### config.mk
export PLATFORM = sky130hd
export DESIGN_NAME = access_ctrl_n_flat
export DESIGN_NICKNAME = d
export VERILOG_FILES = /design/src/rtl/access_pkg.sv /design/src/rtl/access_ctrl_n_if.sv /design/src/rtl/access_ctrl_n_lockout_timer.sv /design/src/rtl/access_ctrl_n.sv /design/src/flat_wrapper.sv
export SDC_FILE = /design/constraint.sdc
export NUM_CORES = 1
export LEC_CHECK = 0
export ABC_AREA = 1
export BUFFER_PORTS_ARGS = -buffer_cell sky130_fd_sc_hd__buf_2
export CORE_MARGIN = 2
export CORE_UTILIZATION = 40
export CTS_BUF_LIST = sky130_fd_sc_hd__clkbuf_8
export DETAILED_ROUTE_END_ITERATION = 8
export SYNTH_ARGS = -nofsm -noshare
export SYNTH_HDL_FRONTEND = slang
export SYNTH_HIERARCHICAL = 1
export SYNTH_SLANG_ARGS = --single-unit
### constraint.sdc
create_clock -name clk -period 2.1 [get_ports clk]
set_input_delay 0.42 -clock clk [delete_from_list [all_inputs] [get_ports clk]]
set_output_delay 0.42 -clock clk [all_outputs]
set_load 0.02 [all_outputs]
### src/rtl/access_pkg.sv
// Shared types and width rules for the game-access controller.
package access_pkg;

  typedef enum logic [2:0] {
    ST_ENTER      = 3'd0,
    ST_VERIFY     = 3'd1,
    ST_LOCKOUT    = 3'd2,
    ST_RECONFIG   = 3'd3,
    ST_WAIT_START = 3'd4,
    ST_PLAY       = 3'd5,
    ST_OVER       = 3'd6
  } state_e;

  function automatic int unsigned fail_w_f(input int unsigned max_tries);
    return $clog2(max_tries + 1);
  endfunction

  function automatic int unsigned lock_w_f(input int unsigned lock_cycles);
    return $clog2(lock_cycles + 1);
  endfunction

  // Digit 0 is the most-significant slice of the packed code.
  function automatic logic [63:0] digit_at(input logic [63:0] code, input int unsigned i,
                                           input int unsigned code_len, input int unsigned digit_w);
    logic [63:0] mask;
    mask = (64'd1 << digit_w) - 64'd1;
    return (code >> ((code_len - 1 - i) * digit_w)) & mask;
  endfunction

endpackage

### src/rtl/access_ctrl_n_if.sv
// Passcode, play-control and status signals of the access controller.
interface access_ctrl_n_if #(
  parameter int unsigned DIGIT_W   = 4,
  parameter int unsigned N_PLAYERS = 1,
  parameter int unsigned FAIL_W    = 2,
  parameter int unsigned WIN_W     = 7
);
  logic [DIGIT_W-1:0]   pass_digit;
  logic                 pass_enter;
  logic [N_PLAYERS-1:0] load_in;
  logic                 rng_button;
  logic                 timeout;
  logic                 win;
  logic [N_PLAYERS-1:0] load_out;
  logic                 rng_gen;
  logic                 timer_enable;
  logic                 reconfig;
  logic                 logout_led;
  logic                 login_led;
  logic                 gameover;
  logic                 locked;
  logic [FAIL_W-1:0]    fail_count;
  logic [WIN_W-1:0]     win_count;

  modport slave (
    input  pass_digit, pass_enter, load_in, rng_button, timeout, win,
    output load_out, rng_gen, timer_enable, reconfig, logout_led, login_led,
           gameover, locked, fail_count, win_count
  );

  modport master (
    output pass_digit, pass_enter, load_in, rng_button, timeout, win,
    input  load_out, rng_gen, timer_enable, reconfig, logout_led, login_led,
           gameover, locked, fail_count, win_count
  );
endinterface

### src/rtl/access_ctrl_n_lockout_timer.sv
// Lockout countdown: load arms it, done is high in the LOCK_CYCLES-th armed cycle.
// Loading while armed restarts the count.
module lockout_timer import access_pkg::*; #(
  parameter int unsigned LOCK_CYCLES = 1000
) (
  input  logic clk,
  input  logic rst,
  input  logic load_i,
  output logic done_o
);
  localparam int unsigned CNT_W = lock_w_f(LOCK_CYCLES);

  logic [CNT_W-1:0] cnt_q, cnt_d;
  logic             active_q, active_d;

  assign done_o = active_q && (cnt_q == '0);

  always_comb begin
    cnt_d    = cnt_q;
    active_d = active_q;
    if (load_i) begin
      cnt_d    = CNT_W'(LOCK_CYCLES - 1);
      active_d = 1'b1;
    end else if (active_q) begin
      if (cnt_q == '0) active_d = 1'b0;
      else             cnt_d    = cnt_q - 1'b1;
    end
  end

  always_ff @(posedge clk) begin
    if (!rst) begin
      cnt_q    <= '0;
      active_q <= 1'b0;
    end else begin
      cnt_q    <= cnt_d;
      active_q <= active_d;
    end
  end
endmodule

### src/rtl/access_ctrl_n.sv
// Passcode login with lockout, then reconfig/start/play/over sequencing with win counting.
// Outputs are registered from the next state: one cycle after the causing input.
module access_ctrl_n import access_pkg::*; #(
  parameter int unsigned                 CODE_LEN    = 4,
  parameter int unsigned                 DIGIT_W     = 4,
  parameter logic [CODE_LEN*DIGIT_W-1:0] PASSCODE    = 16'h9861,
  parameter int unsigned                 MAX_TRIES   = 3,
  parameter int unsigned                 LOCK_CYCLES = 1000,
  parameter int unsigned                 N_PLAYERS   = 1,
  parameter int unsigned                 WIN_MAX     = 99,
  parameter int unsigned                 WIN_W       = 7
) (
  input logic           clk,
  input logic           rst,
  access_ctrl_n_if.slave acc_if
);
  localparam int unsigned FAIL_W = fail_w_f(MAX_TRIES);
  localparam int unsigned IDX_W  = (CODE_LEN > 1) ? $clog2(CODE_LEN) : 1;
  localparam logic [63:0] CODE64 = 64'(PASSCODE);

  state_e               state_q, state_d;
  logic [IDX_W-1:0]     idx_q, idx_d;
  logic                 match_q, match_d;
  logic [FAIL_W-1:0]    fail_q, fail_d;
  logic [WIN_W-1:0]     win_q, win_d;
  logic                 prev_win_q;
  logic                 rng_gen_q, rng_gen_d;
  logic [N_PLAYERS-1:0] load_out_q, load_out_d;
  logic                 timer_en_q, timer_en_d;
  logic                 reconfig_q, reconfig_d;
  logic                 login_q, login_d;
  logic                 gameover_q, gameover_d;
  logic                 locked_q, locked_d;
  logic                 lock_load, lock_done;
  logic [63:0]          exp_digit;

  lockout_timer #(.LOCK_CYCLES(LOCK_CYCLES)) u_lockout_timer (
    .clk    (clk),
    .rst    (rst),
    .load_i (lock_load),
    .done_o (lock_done)
  );

  always_comb begin
    exp_digit = digit_at(CODE64, 32'(idx_q), CODE_LEN, DIGIT_W);
    state_d   = state_q;
    idx_d     = idx_q;
    match_d   = match_q;
    fail_d    = fail_q;
    win_d     = win_q;
    lock_load = 1'b0;
    case (state_q)
      ST_ENTER: if (acc_if.pass_enter) begin
        match_d = match_q & (64'(acc_if.pass_digit) == exp_digit);
        if (idx_q == IDX_W'(CODE_LEN - 1)) begin
          idx_d   = '0;
          state_d = ST_VERIFY;
        end else begin
          idx_d = idx_q + 1'b1;
        end
      end
      ST_VERIFY: begin
        idx_d   = '0;
        match_d = 1'b1;
        if (match_q) begin
          fail_d  = '0;
          state_d = ST_RECONFIG;
        end else begin
          fail_d = fail_q + 1'b1;
          if (fail_d == FAIL_W'(MAX_TRIES)) begin
            lock_load = 1'b1;
            state_d   = ST_LOCKOUT;
          end else begin
            state_d = ST_ENTER;
          end
        end
      end
      ST_LOCKOUT: if (lock_done) begin
        fail_d  = '0;
        state_d = ST_ENTER;
      end
      ST_RECONFIG: begin
        win_d   = '0;
        state_d = ST_WAIT_START;
      end
      ST_WAIT_START: if (acc_if.pass_enter) state_d = ST_PLAY;
      ST_PLAY: begin
        if (acc_if.win && !prev_win_q && (win_q < WIN_W'(WIN_MAX))) win_d = win_q + 1'b1;
        if (acc_if.timeout) state_d = ST_OVER;
      end
      ST_OVER: if (acc_if.pass_enter) state_d = ST_RECONFIG;
      default: begin
        state_d = ST_ENTER;
        idx_d   = '0;
        match_d = 1'b1;
        fail_d  = '0;
        win_d   = '0;
      end
    endcase

    // Registered outputs are a function of where we are going next.
    rng_gen_d  = 1'b1;
    load_out_d = '0;
    timer_en_d = 1'b0;
    reconfig_d = 1'b0;
    login_d    = 1'b0;
    gameover_d = 1'b0;
    locked_d   = 1'b0;
    case (state_d)
      ST_LOCKOUT:    locked_d = 1'b1;
      ST_RECONFIG:   begin reconfig_d = 1'b1; login_d = 1'b1; end
      ST_WAIT_START: begin login_d = 1'b1; rng_gen_d = acc_if.rng_button; end
      ST_PLAY: begin
        login_d    = 1'b1;
        rng_gen_d  = acc_if.rng_button;
        load_out_d = acc_if.load_in;
        timer_en_d = 1'b1;
      end
      ST_OVER:       begin login_d = 1'b1; gameover_d = 1'b1; end
      default:       ;
    endcase
  end

  always_ff @(posedge clk) begin
    if (!rst) begin
      state_q    <= ST_ENTER;
      idx_q      <= '0;
      match_q    <= 1'b1;
      fail_q     <= '0;
      win_q      <= '0;
      prev_win_q <= 1'b0;
      rng_gen_q  <= 1'b1;
      load_out_q <= '0;
      timer_en_q <= 1'b0;
      reconfig_q <= 1'b0;
      login_q    <= 1'b0;
      gameover_q <= 1'b0;
      locked_q   <= 1'b0;
    end else begin
      state_q    <= state_d;
      idx_q      <= idx_d;
      match_q    <= match_d;
      fail_q     <= fail_d;
      win_q      <= win_d;
      prev_win_q <= acc_if.win;
      rng_gen_q  <= rng_gen_d;
      load_out_q <= load_out_d;
      timer_en_q <= timer_en_d;
      reconfig_q <= reconfig_d;
      login_q    <= login_d;
      gameover_q <= gameover_d;
      locked_q   <= locked_d;
    end
  end

  assign acc_if.rng_gen      = rng_gen_q;
  assign acc_if.load_out     = load_out_q;
  assign acc_if.timer_enable = timer_en_q;
  assign acc_if.reconfig     = reconfig_q;
  assign acc_if.login_led    = login_q;
  assign acc_if.logout_led   = ~login_q;
  assign acc_if.gameover     = gameover_q;
  assign acc_if.locked       = locked_q;
  assign acc_if.fail_count   = fail_q;
  assign acc_if.win_count    = win_q;
endmodule

### src/flat_wrapper.sv
// flat-port wrapper written by rule: the top's interface ports become plain ports
module access_ctrl_n_flat import access_pkg::*;
#(
  parameter int unsigned                 CODE_LEN    = 4,
  parameter int unsigned                 DIGIT_W     = 4,
  parameter logic [CODE_LEN*DIGIT_W-1:0] PASSCODE    = 16'h9861,
  parameter int unsigned                 MAX_TRIES   = 3,
  parameter int unsigned                 LOCK_CYCLES = 1000,
  parameter int unsigned                 N_PLAYERS   = 1,
  parameter int unsigned                 WIN_MAX     = 99,
  parameter int unsigned                 WIN_W       = 7
)
  (clk, rst, acc_if_pass_digit, acc_if_pass_enter, acc_if_load_in, acc_if_rng_button, acc_if_timeout, acc_if_win, acc_if_load_out, acc_if_rng_gen, acc_if_timer_enable, acc_if_reconfig, acc_if_logout_led, acc_if_login_led, acc_if_gameover, acc_if_locked, acc_if_fail_count, acc_if_win_count);
  access_ctrl_n_if #(.DIGIT_W(DIGIT_W), .N_PLAYERS(N_PLAYERS), .FAIL_W(2), .WIN_W(WIN_W)) acc_if_i ();
  input logic clk;
  input logic rst;
  input wire logic [$bits(acc_if_i.pass_digit)-1:0] acc_if_pass_digit;
  input wire logic [$bits(acc_if_i.pass_enter)-1:0] acc_if_pass_enter;
  input wire logic [$bits(acc_if_i.load_in)-1:0] acc_if_load_in;
  input wire logic [$bits(acc_if_i.rng_button)-1:0] acc_if_rng_button;
  input wire logic [$bits(acc_if_i.timeout)-1:0] acc_if_timeout;
  input wire logic [$bits(acc_if_i.win)-1:0] acc_if_win;
  output wire logic [$bits(acc_if_i.load_out)-1:0] acc_if_load_out;
  output wire logic [$bits(acc_if_i.rng_gen)-1:0] acc_if_rng_gen;
  output wire logic [$bits(acc_if_i.timer_enable)-1:0] acc_if_timer_enable;
  output wire logic [$bits(acc_if_i.reconfig)-1:0] acc_if_reconfig;
  output wire logic [$bits(acc_if_i.logout_led)-1:0] acc_if_logout_led;
  output wire logic [$bits(acc_if_i.login_led)-1:0] acc_if_login_led;
  output wire logic [$bits(acc_if_i.gameover)-1:0] acc_if_gameover;
  output wire logic [$bits(acc_if_i.locked)-1:0] acc_if_locked;
  output wire logic [$bits(acc_if_i.fail_count)-1:0] acc_if_fail_count;
  output wire logic [$bits(acc_if_i.win_count)-1:0] acc_if_win_count;
  assign acc_if_i.pass_digit = acc_if_pass_digit;
  assign acc_if_i.pass_enter = acc_if_pass_enter;
  assign acc_if_i.load_in = acc_if_load_in;
  assign acc_if_i.rng_button = acc_if_rng_button;
  assign acc_if_i.timeout = acc_if_timeout;
  assign acc_if_i.win = acc_if_win;
  assign acc_if_load_out = acc_if_i.load_out;
  assign acc_if_rng_gen = acc_if_i.rng_gen;
  assign acc_if_timer_enable = acc_if_i.timer_enable;
  assign acc_if_reconfig = acc_if_i.reconfig;
  assign acc_if_logout_led = acc_if_i.logout_led;
  assign acc_if_login_led = acc_if_i.login_led;
  assign acc_if_gameover = acc_if_i.gameover;
  assign acc_if_locked = acc_if_i.locked;
  assign acc_if_fail_count = acc_if_i.fail_count;
  assign acc_if_win_count = acc_if_i.win_count;
  access_ctrl_n #(.CODE_LEN(CODE_LEN), .DIGIT_W(DIGIT_W), .PASSCODE(PASSCODE), .MAX_TRIES(MAX_TRIES), .LOCK_CYCLES(LOCK_CYCLES), .N_PLAYERS(N_PLAYERS), .WIN_MAX(WIN_MAX), .WIN_W(WIN_W)) u_core (.clk(clk), .rst(rst), .acc_if(acc_if_i));
endmodule
After elaboration in Yosys (flattened, before gate mapping)
Index checks and enable logic that the tools add are counted.
{"block": "word_totals", "out_inout_bits": 17, "reg_bits": 34, "in_bits": 11}
{"block": "classes", "eq_ne": 18, "n_addsub": 5, "bitwise_logic": 7, "muxes": 33, "n_shift": 1, "order_cmp": 1, "n_reduce_logical": 20}
{"cell": ">> shifter 16 x 32 -> 4 bit, first input constant", "count": 1}
{"cell": "two-way mux 10 bit", "count": 3}
{"cell": "two-way mux 3 bit", "count": 7}
{"cell": "case mux 3 bit (7 select lines)", "count": 1}
{"cell": "== test 3 bit, second input constant", "count": 6}
{"cell": "OR reduction 5 bit", "count": 3}
{"cell": "case mux 7 bit (2 select lines)", "count": 1}
{"cell": "AND reduction 2 bit", "count": 7}
{"cell": "== test 3 x 2 -> 1 bit, second input constant", "count": 4}
{"cell": "two-way mux 1 bit", "count": 12}
{"cell": "logical NOT 10 bit", "count": 1}
{"cell": "two-way mux 2 bit", "count": 5}
{"cell": "subtractor 10 x 1 -> 10 bit, second input constant", "count": 1}
{"cell": "adder 7 x 1 -> 7 bit, second input constant", "count": 1}
{"cell": "less-than comparator 7 bit, second input constant", "count": 1}
{"cell": "two-way mux 7 bit", "count": 1}
{"cell": "inequality test 2 x 1 -> 1 bit, second input constant", "count": 3}
{"cell": "NOT 1 bit", "count": 6}
{"cell": "case mux 2 bit (3 select lines)", "count": 1}
{"cell": "adder 2 x 1 -> 2 bit, second input constant", "count": 2}
{"cell": "== test 2 bit, second input constant", "count": 2}
{"cell": "== test 4 bit", "count": 1}
{"cell": "case mux 2 bit (2 select lines)", "count": 1}
{"cell": "OR reduction 2 bit", "count": 2}
{"cell": "other kinds (10)", "count": 12}

Logic depth before layout (Yosys ltp)
{"block": "logic_depth", "depth_word": 8, "ltp_mapped": 12, "depth_no_buf": 11}

Modules after synthesis
Netlist, hierarchy kept.
{"module": "access_ctrl_n", "cells_each": 170, "instances": 1, "seq_area_each_um2": 460.4, "area_per_inst_um2": 1183.6}
{"module": "lockout_timer", "cells_each": 100, "instances": 1, "seq_area_each_um2": 220.2, "area_per_inst_um2": 661.9}

Least setup slack after synthesis
No wires, ideal clock.
{"block": "synth_timing", "kind": "register to register", "start": "register u_core.u_lockout_timer.cnt_q[0]", "end": "register u_core.reconfig_q, in the netlist u_core/acc_if.reconfig", "t_arrival_ns": 1.471, "stages_incl_launch_ff": 13, "period_less_slack_ns": 1.598, "slack_ns": 0.502, "setup_ns": 0.128, "cell_sequence": "dfxtp_1 > inv_1 > ha_1 > nand2_2 > nor2_4 > nand2_4 > buf_6 > nor2_1 > nand2_1 > nand3_1 > nand3_2 > nand2_1 > nor2_1"}
{"block": "synth_between", "elab_chain_cells": 6}
{"element": "start: declaration", "line_no": "access_ctrl_n_lockout_timer.sv:13", "source": "logic [CNT_W-1:0] cnt_q, cnt_d;"}
{"element": "start signal: assignment", "line_no": "access_ctrl_n_lockout_timer.sv:35", "source": "cnt_q <= cnt_d;"}
{"element": "logical NOT 10 bit", "line_no": "access_ctrl_n_lockout_timer.sv:16", "source": "assign done_o = active_q && (cnt_q == '0);"}
{"element": "logical AND 1 bit", "line_no": "access_ctrl_n_lockout_timer.sv:16"}
{"element": "via u_core.lock_done", "line_no": "access_ctrl_n.sv:34", "source": "logic lock_load, lock_done;"}
{"element": "two-way mux 3 bit", "line_no": "access_ctrl_n.sv:78", "source": "ST_LOCKOUT: if (lock_done) begin"}
{"element": "case mux 3 bit (7 select lines)", "line_no": "access_ctrl_n.sv:52", "source": "case (state_q)"}
{"element": "== test 3 x 2 -> 1 bit", "line_no": "access_ctrl_n.sv:109", "source": "case (state_d)"}
{"element": "two-way mux 1 bit", "line_no": "access_ctrl_n.sv:109"}
{"element": "end signal: assignment", "line_no": "access_ctrl_n.sv:149", "source": "reconfig_q <= reconfig_d;"}
{"element": "end: declaration", "line_no": "access_ctrl_n.sv:30", "source": "logic reconfig_q, reconfig_d;"}
The timed path passes the listed nets, and every way through them passes these cells.
A chain may end at the register's enable or synchronous reset.

Worst setup path after layout
{"block": "layout_timing", "start": "register u_core.u_lockout_timer.cnt_q[0]", "end": "register u_core.rng_gen_q, in the netlist u_core/acc_if.rng_gen"}
{"block": "layout_between", "elab_chain_cells": 7, "elab_cells_between_ends": 8, "cone_classes": "eq/ne (2); mux (2); reduce/logical (4)"}
{"element": "logical NOT 10 bit (*)", "line_no": "access_ctrl_n_lockout_timer.sv:16"}
{"element": "logical AND 1 bit (*)", "line_no": "access_ctrl_n_lockout_timer.sv:16"}
{"element": "via u_core.lock_done", "line_no": "access_ctrl_n.sv:34"}
{"element": "two-way mux 3 bit (*)", "line_no": "access_ctrl_n.sv:78"}
{"element": "case mux 3 bit (7 select lines) (*)", "line_no": "access_ctrl_n.sv:52"}
{"element": "== test 3 bit", "line_no": "access_ctrl_n.sv:109"}
{"element": "OR reduction 2 bit (no line) (*)"}
{"element": "AND reduction 2 bit (no line) (*)"}
{"element": "end signal: assignment", "line_no": "access_ctrl_n.sv:146", "source": "rng_gen_q <= rng_gen_d;"}
{"element": "end: declaration", "line_no": "access_ctrl_n.sv:27", "source": "logic rng_gen_q, rng_gen_d;"}
The timed path passes the listed nets; every way through them passes the cells marked *.

==> metrics <==
CTS max path bufs=2; Finish-stage setup viols=0; Final nets=320; vias in the first global route=1,555; Hold Path End=u_core/acc_if.rng_gen; Seq/Total Area, Yosys=36.9%; Cell Chain, Critical Path=inv_1 > ha_1 > nand2_2 > nor2_4 > nand2_4 > nor2_1 > nand2_1 > nand3_1 > nand3_2 > nor2_1 > nand2_1; setup TNS=0 ps; Worst Hold Depth=3; worst reg-to-reg path cell count=11; min-delay worst type=primary input to flip-flop; register bit count reported by yosys=34; CP Launch Type=flip-flop; Post-synth top cells=nand2_1, inv_1, dfxtp_1; post-DR wirelength/cell=11.0 um; arrival time at the worst endpoint=1880 ps; worst reg2reg setup slack=390 ps; via-per-instance ratio=4.87; area delta synth->final=15.6%; Buffers on Ports=27; cell family with most CP delay=simple AND/OR/NAND/NOR gates; RSZ-0062 raised after global routing=no; clk sinks=34; max frequency=586 MHz; outcome=finished clean; Async S/R FF share, synth=0%; CTS tree=yes; Detail Placement HPWL=2910 um; cell taking the most area after synthesis=dfxtp_1; dominant cells by area after synthesis=dfxtp_1, nand2_1, inv_1; routed vias=1,729; cts repair resizes=0; count leader, synth=nand2_1; I/O pins=28; prevailing post-synth register cell=dfxtp_1; clock root buffer=clkbuf_8; core area=4410 um^2; Routed Antenna Nets=0; H-tree levels=2; row cnt=24; CP endpoint kind=flip-flop; CP max stage cell=dfxtp_1; Synth top area share=36.9%; Post-Syn Instances=270; Reg2Reg Launch Point=u_core/u_lockout_timer/cnt_q[0]; HP Start=acc_if_rng_button; drc violations=0; Setup Skew=4.52 ps; ant diodes=0; drt total wl=3890 um; clk_lat worst skew=280 ps; Worst path max stage delay=320 ps; Cell Area, Synth=1850 um^2; count of pins over their slew limit=0; final worst path period need=1710 ps; Pre-antenna DRT Iters=4; layout cells sized above 1=18.5%; first-pass GRT wire length=6760 um; Design Area, Final=2130 um^2; Worst Path Buf+Inv=1; Worst Tran Pin Value=290 ps; DIE AREA=5170 um^2; setup bufs post-CTS=0; Crit. path cell count=11; CTS buffer count=5; Worst EP required=2270 ps; Syn Area/Cell=6.84 um^2; RD Place Congestion=0.808; VDD IR max=408 uV; Syn Nets=286; Power Density=568 nW/um^2; grt total ovfl=0; initial core utilization=41.8%; Lkg Pwr=1.06 nW; WS Path Type=flip-flop to flip-flop; Tcrit/Tclk final=81.3%; all-layer global routing usage=16.5%; Reg clk slew, reported paths=60 ps; Slew HR=80.6%; hold_buf cts=0; max-cap violation count=0; initial antenna violation count=0; initial detailed-routing violation count=120; Die Y=71.9 um; endpoints failing hold=0; reg2reg end=u_core/acc_if.rng_gen; CP Max Fanout=14; Post-synth EDFFs=0; largest net degree at the start of global routing=16; Synth cell types=29; Post-DP Area=2050 um^2; DIE WIDTH=71.9 um; Ys Warns=6
[sequential cells by signal (all words and copies together) (netlist names), 2 cells and up]
| signal | cells |
|---|---|
| u_core/acc_if.fail_count | 2 |
| u_core/acc_if.win_count | 7 |
| u_core/idx_q | 2 |
| u_core/state_q | 3 |
| u_core/u_lockout_timer/cnt_q | 10 |
[tightest hold or removal path, delay by kind of cell]
family	cells	cell delay [ps]
buffers and inverters	2	100
AND/OR/NAND/NOR	1	50
[worst max-delay path by stage]
| stage | start | to | slack [ps] |
|---|---|---|---|
| 3_3_place_gp | u_core/state_q[0] | u_core/u_lockout_timer/cnt_q[2] | 410 |
| 6_report | u_core/u_lockout_timer/cnt_q[0] | u_core/acc_if.rng_gen | 390 |
| 4_1_cts | u_core/u_lockout_timer/cnt_q[0] | u_core/acc_if.rng_gen | 370 |
| 2_1_floorplan | u_core/u_lockout_timer/cnt_q[0] | u_core/acc_if.reconfig | 500 |
| 5_1_grt | u_core/u_lockout_timer/cnt_q[0] | u_core/acc_if.rng_gen | 150 |
| 3_5_place_dp | u_core/u_lockout_timer/cnt_q[0] | u_core/acc_if.rng_gen | 390 |
[layout make-up]
type                            count  area (um^2)
Fill cell                         461         2280
Multi-Input combinational cell    189          978
Sequential cell                    34          681
Timing Repair Buffer               31          165
Inverter                           43          161
Clock buffer                        6         82.6
Tap cell                           52         65.1
[layout by cell type (no fill, tap or decap)]
master    instances
a22oi_1           1
nor3_1            5
o21a_1            1
a22oi_2           1
o21ai_2           1
o21ai_1           2
clkbuf_8          6
nand2_1          62
xnor2_1           2
nor2_1           31
nor2_2            1
nand3_1          27
inv_1            41
ha_1              5
nand3_2           5
o21bai_1          2
a21oi_1          15
nand2_4           1
clkinv_1          2
o21ai_0           7
nor2_4            2
buf_2            27
nor3_2            2
or2_2             1
nand2_2           5
buf_4             4
xor2_1            3
nand4_1           7
dfxtp_1          34
[layer usage]
layer  track usage, %  vias up  routed length, um
li1                 -      923                  -
met5                0        -                  0
met3             4.58        5                189
met2             25.6       43               1690
met4             5.66        0                 46
met1             22.1      758               1960
[metrics by stage]
step                hold slack, ps  setup slack (ps)  std cells  total power [mW]  utilization [%]
floorplan                      447               502        270             0.726                -
detailed placement             473               389        349             0.754             46.5
global route                   335               146        355              1.28             48.3
finish                         323               393        355              1.21             48.3
CTS                            308               375        355              1.24             48.3
global placement               465               410        349             0.754             46.5
[logic make-up after synthesis]
family / Yosys count / share of synthesized area [%]
AO/OA/AOI/OAI: 30 / 9.29
XOR/XNOR: 5 / 2.37
adder cells (fa/ha/maj): 5 / 3.39
buffers and inverters: 47 / 10.1
flip-flops: 34 / 36.9
AND/OR/NAND/NOR: 149 / 38.0
[where the power goes]
part | total (mW) | internal (mW) | leakage, nW | switching (mW)
clock network | 0.472 | 0.253 | 0.0431 | 0.219
registers | 0.663 | 0.654 | 0.275 | 0.00949
logic | 0.0757 | 0.0319 | 0.740 | 0.0438
total | 1.21 | 0.938 | 1.06 | 0.272
No activity file was read; power rests on OpenSTA's default activity.
